$ cat config.mk
export PLATFORM = sky130hd
export DESIGN_NAME = sound_event_scheduler
export DESIGN_NICKNAME = d
export VERILOG_FILES = /design/src/rtl/sound_event_scheduler.sv
export SDC_FILE = /design/constraint.sdc
export NUM_CORES = 1
export LEC_CHECK = 0
export ABC_AREA = 1
export BUFFER_PORTS_ARGS = -buffer_cell sky130_fd_sc_hd__buf_2
export CAP_MARGIN = 20
export CORE_MARGIN = 5
export CORE_UTILIZATION = 60
export DETAILED_ROUTE_END_ITERATION = 6
export PLACE_DENSITY = 0.8
export SETUP_SLACK_MARGIN = 0.5
export SYNTH_ARGS = -nofsm -noshare
export SYNTH_HDL_FRONTEND = slang
export SYNTH_SLANG_ARGS = --single-unit
export TNS_END_PERCENT = 1
$ cat constraint.sdc
create_clock -name Clock -period 3.4 [get_ports Clock]
set_clock_uncertainty 0.2 [all_clocks]
set_input_delay 0.51 -clock Clock [delete_from_list [all_inputs] [get_ports Clock]]
set_output_delay 0.51 -clock Clock [all_outputs]
set_load 0.02 [all_outputs]
$ cat src/rtl/sound_event_scheduler.sv
// Sound-effect playback scheduler: latches event pulses, grants one by fixed priority,
// starts the sheet reader at that score's address and waits for it to finish.
module sound_event_scheduler #(
  parameter int                     NumReq        = 4,
  parameter int                     AddressBits   = 5,
  parameter logic [AddressBits-1:0] Addr0         = 5'd0,
  parameter logic [AddressBits-1:0] Addr1         = 5'd8,
  parameter logic [AddressBits-1:0] Addr2         = 5'd16,
  parameter logic [AddressBits-1:0] Addr3         = 5'd24,
  parameter int                     TimeoutCycles = 8,
  parameter int                     GapCycles     = 16
) (
  input  logic                   Clock,
  input  logic                   Reset,
  input  logic [NumReq-1:0]      Request,
  input  logic                   Mute,
  input  logic                   EndofScore,
  output logic                   Start,
  output logic [AddressBits-1:0] StartAddress,
  output logic [NumReq-1:0]      Grant,
  output logic                   Busy,
  output logic [NumReq-1:0]      Pending,
  output logic                   Timeout
);

  localparam int IdxBits = (NumReq > 1) ? $clog2(NumReq) : 1;

  typedef enum logic [2:0] {
    IDLE       = 3'd0,
    START      = 3'd1,
    WAIT_BEGIN = 3'd2,
    PLAY       = 3'd3,
    GAP        = 3'd4
  } state_t;

  state_t state, state_next;

  logic [AddressBits-1:0] addr_table [NumReq];
  logic [IdxBits-1:0]     pick_idx;
  logic [NumReq-1:0]      pick_onehot;
  logic                   grant_now;
  logic                   timeout_hit;
  logic                   play_done;
  logic                   gap_done;
  logic [7:0]             timeout_cnt;
  logic [15:0]            gap_cnt;

  assign addr_table[0] = Addr0;
  assign addr_table[1] = Addr1;
  assign addr_table[2] = Addr2;
  assign addr_table[3] = Addr3;

  // Lowest set index wins: scan from the top so the last hit is the smallest index.
  always_comb begin
    pick_idx = '0;
    for (int i = NumReq - 1; i >= 0; i--) begin
      if (Pending[i]) pick_idx = IdxBits'(i);
    end
  end

  assign pick_onehot = NumReq'(1) << pick_idx;
  assign grant_now   = (state == IDLE) && !Mute && (|Pending) && EndofScore;
  assign timeout_hit = (state == WAIT_BEGIN) && EndofScore &&
                       (timeout_cnt == 8'(TimeoutCycles - 1));
  assign play_done   = (state == PLAY) && EndofScore;
  // A zero gap still spends one cycle in GAP.
  assign gap_done    = (state == GAP) && (({1'b0, gap_cnt} + 17'd1) >= 17'(GapCycles));

  always_ff @(posedge Clock or posedge Reset) begin
    if (Reset) state <= IDLE;
    else       state <= state_next;
  end

  always_comb begin
    state_next = state;
    case (state)
      IDLE:       if (grant_now) state_next = START;
      START:      state_next = WAIT_BEGIN;
      WAIT_BEGIN: begin
        if (!EndofScore)     state_next = PLAY;
        else if (timeout_hit) state_next = GAP;
      end
      PLAY:       if (play_done) state_next = GAP;
      GAP:        if (gap_done) state_next = IDLE;
      default:    state_next = IDLE;
    endcase
  end

  always_comb begin
    Start = (state == START);
    Busy  = (state != IDLE);
  end

  always_ff @(posedge Clock or posedge Reset) begin
    if (Reset) begin
      StartAddress <= '0;
      Grant        <= '0;
      Pending      <= '0;
      Timeout      <= 1'b0;
      timeout_cnt  <= '0;
      gap_cnt      <= '0;
    end else begin
      Timeout <= timeout_hit;

      // The granted bit is masked after the OR so a same-cycle request on it is absorbed.
      if (Mute) Pending <= '0;
      else      Pending <= (Pending | Request) & ~(grant_now ? pick_onehot : '0);

      if (grant_now) begin
        Grant        <= pick_onehot;
        StartAddress <= addr_table[pick_idx];
      end else if (play_done || timeout_hit) begin
        Grant <= '0;
      end

      if (state == START)
        timeout_cnt <= '0;
      else if ((state == WAIT_BEGIN) && EndofScore && !timeout_hit)
        timeout_cnt <= timeout_cnt + 8'd1;

      if (state == GAP) gap_cnt <= gap_cnt + 16'd1;
      else              gap_cnt <= '0;
    end
  end

endmodule

==> qor.yml <==
placed_design:
  dp.final_hpwl_um: 2970
  globalplace.congestion: 0.851
  port_buffers: 20
  dp_cells: 337
layout:
  stdcell_count: 345
  num_antenna_cells: 0
  fin_nets: 308
  post_route_cells_drive_above_1_share: 0.164
  area_growth_pct: 10.9
  layout.cells.most_common: "sky130_fd_sc_hd__nand2_1"
  layout.cells.most_common_list: "60 x sky130_fd_sc_hd__nand2_1, 40 x sky130_fd_sc_hd__nor2_1, 38 x sky130_fd_sc_hd__dfrtp_1, 38 x sky130_fd_sc_hd__inv_1, 20 x sky130_fd_sc_hd__buf_2"
timing:
  final-max-slew-violation-count: 0
  grt_setup_unrepaired: "no"
  post-route-period-util: 0.602
  totalNegativeSetupSlack_ps: 0
  slew_headroom: 0.453
  finalWorstPathRequiredPeriod_ps: 2050
  max_slew.worst_pin.slew_ps: 820
  setup_viol: 0
  max_freq_mhz: 488
  hold_ws_ps: 98.8
  timing_hold_violations_final: 0
logic_synthesis:
  synth_sequential_area_ratio: 0.460
  netlist_instances: 272
  yosys.cell_types.count: 31
  synth.ff_latch_count: 38
  warnings_from_yosys: 0
  synth.cell_area_um2: 2070
  average_instance_area_after_synthesis_um2: 7.60
critical_path:
  cp_data_required_time_ps: 2690
  category_of_the_worst_setup_path_capture_point: "primary output"
  worst_ep_arrival_time_ps: 1340
  critPathKind: "reg -> out"
  worst_stage_delay_on_the_critical_path_ps: 430
  path_max_fanout: 4
  critical_path.startpoint_type: "register"
  cp_cell_sequence: "nor3_1, buf_2"
  crit_path_slowest_cell: "sky130_fd_sc_hd__dfrtp_1"
die:
  rows: 21
  floorplan.core_area_um2: 3340
  die_width_um: 68.7
  die_height_um: 68.7
  floorplan.initialDensity: 0.620
  top_level_ports: 24
  die_area_um2: 4720
pwr:
  cell_internal_pwr_uw: 771
  share_comb_of_total_power: 0.303
  power_switching_share: 0.363
  p_switching_uw: 440
  pwr_density_cell_nw_per_um2: 528
  ir_drop_mv: 0.509
  power_frac_seq: 0.459
  power_leakage_nw: 1.09
  clock_power_share: 0.238
global_routing:
  antenna_found_initial: 0
  largest_net_degree_at_the_start_of_global_routing: 23
  vias_in_the_first_global_route: 1604
  gr-usage-all-layers: 0.188
  grt_first_pass_wirelength_um: 6620
  grt_remaining_overflow: 0
clocking:
  cts.sinks: 38
  clk_latency_ps: 350
  cts_buffers: 5
  clk_root_buffer_cell: "sky130_fd_sc_hd__clkbuf_4"
  tritoncts: "yes"
  ctsHtreeMaxLevel: 2
  cts-root-to-sink-buffers: 2
  post-cts-setup-buffers: 0
  post_cts_hold_buffer_count: 0
  clk_pin_slew_ps: 110
  count_of_instances_resized_after_the_clock_tree_is_built: 0
routing:
  detailroute.via_count: 1734
  finalWirelength_um: 3920
  drt_iter0_drc: 95
  route.detailed.wl_per_inst_um: 11.4
  antenna_violating_nets_post_route: 0
  drt_pre_antenna_iters: 4
  remaining_design_rule_violation_count: 0
  drt-vias-per-instance: 5.03
status:
  status: "finished, final reports clean"
run:
  timing.max_cap.violations: 0
worst_hold_path:
  worstHoldPathType: "in -> async"
[state kept, by name, indices dropped and copies added, names as in the netlist]
register / count
Grant: 4
Pending: 4
StartAddress: 2
Timeout: 1
gap_cnt: 16
state: 3
timeout_cnt: 8
[final timing paths]
path / startpoint / depth (start not counted) / end / slack [ps]
min reg2reg: StartAddress[4] / 2 / StartAddress[4] / 290
max in group asynchronous: Reset / 3 / timeout_cnt[3] / 2160
max reg2reg: state[1] / 10 / state[0] / 1430
max: state[2] / 2 / Start / 1350
min: Reset / 2 / gap_cnt[7] / 100
min in group Clock: Mute / 2 / Pending[3] / 190
[metal layers]
layer	wire, µm	global-route usage	up-vias
li1	-	-	919
met1	1840	0.231	766
met2	1820	0.311	41
met3	183	0.0502	8
met4	74	0.0779	0
met5	0	0	-
[metrics by stage]
stage	utilization	setup slack, ps	total power, mW	area, µm²
4_1_cts	0.687	1300	1.22	2290
3_5_place_dp	0.664	1440	0.934	2210
6_report	0.687	1350	1.21	2290
5_1_grt	0.687	1190	1.30	2290
3_3_place_gp	0.664	1480	0.926	2210
2_1_floorplan	-	1580	0.834	2080
[kinds of logic (layout without fill, tap and decap cells)]
| logic type | after synthesis | in the layout | synth area share |
|---|---|---|---|
| compound gates | 29 | 29 | 0.0805 |
| other cells | 1 | 3 | 0.00181 |
| buf+inv | 47 | 72 | 0.0907 |
| simple gates | 152 | 152 | 0.342 |
| xor+xnor | 3 | 3 | 0.0127 |
| fa+ha+maj | 2 | 2 | 0.0121 |
| flops | 38 | 38 | 0.460 |
[synthesized netlist by cell type]
| cell type | count | share of area |
|---|---|---|
| sky130_fd_sc_hd__nand3_1 | 18 | 0.044 |
| sky130_fd_sc_hd__buf_4 | 3 | 0.011 |
| sky130_fd_sc_hd__nand2_2 | 4 | 0.012 |
| sky130_fd_sc_hd__o2111ai_1 | 1 | 0.0042 |
| sky130_fd_sc_hd__nor2_2 | 4 | 0.012 |
| sky130_fd_sc_hd__nor3_1 | 7 | 0.017 |
| sky130_fd_sc_hd__nand3b_1 | 1 | 0.0036 |
| sky130_fd_sc_hd__nor3b_1 | 1 | 0.0036 |
| sky130_fd_sc_hd__o21bai_1 | 2 | 0.0073 |
| sky130_fd_sc_hd__nand4_1 | 8 | 0.024 |
| sky130_fd_sc_hd__xor2_1 | 2 | 0.0085 |
| sky130_fd_sc_hd__nor2_1 | 40 | 0.073 |
| sky130_fd_sc_hd__o21ai_1 | 5 | 0.012 |
| sky130_fd_sc_hd__inv_1 | 38 | 0.069 |
| sky130_fd_sc_hd__nor4_2 | 1 | 0.0060 |
| sky130_fd_sc_hd__nor2_4 | 3 | 0.016 |
| sky130_fd_sc_hd__conb_1 | 1 | 0.0018 |
| sky130_fd_sc_hd__nand3_2 | 2 | 0.0097 |
| sky130_fd_sc_hd__xnor2_1 | 1 | 0.0042 |
| sky130_fd_sc_hd__or2_1 | 1 | 0.0030 |
| sky130_fd_sc_hd__ha_1 | 2 | 0.012 |
| sky130_fd_sc_hd__nand2_1 | 60 | 0.11 |
| sky130_fd_sc_hd__clkinv_1 | 1 | 0.0018 |
| sky130_fd_sc_hd__dfrtp_1 | 38 | 0.46 |
| sky130_fd_sc_hd__a31o_1 | 3 | 0.013 |
| sky130_fd_sc_hd__a21oi_1 | 12 | 0.029 |
| sky130_fd_sc_hd__nor3_2 | 2 | 0.0097 |
| sky130_fd_sc_hd__a31oi_1 | 1 | 0.0030 |
| sky130_fd_sc_hd__inv_2 | 4 | 0.0073 |
| sky130_fd_sc_hd__o21ai_0 | 5 | 0.012 |
| sky130_fd_sc_hd__clkbuf_1 | 1 | 0.0018 |
[power by group through the flow]
stage,registers [mW],logic (mW),clock network [mW]
2_1_floorplan,0.599,0.235,0
3_3_place_gp,0.561,0.365,0
3_5_place_dp,0.565,0.370,0
4_1_cts,0.556,0.372,0.294
5_1_grt,0.566,0.418,0.312
6_report,0.556,0.367,0.288
[worst max-delay path: cells and delay by family (launching register included)]
kind,cells,cell delay [ps]
simple gates,1,330
buf+inv,1,230
flops,1,430
[area by class of cell]
| class | instances | area [µm²] |
|---|---|---|
| fill | 274 | 1040 |
| sequential | 38 | 951 |
| multi-input combinational | 189 | 937 |
| inverter | 43 | 161 |
| timing repair buffer | 21 | 108 |
| clock buffer | 8 | 78.8 |
| tap | 46 | 57.6 |
(Power assumes the default switching activity.)
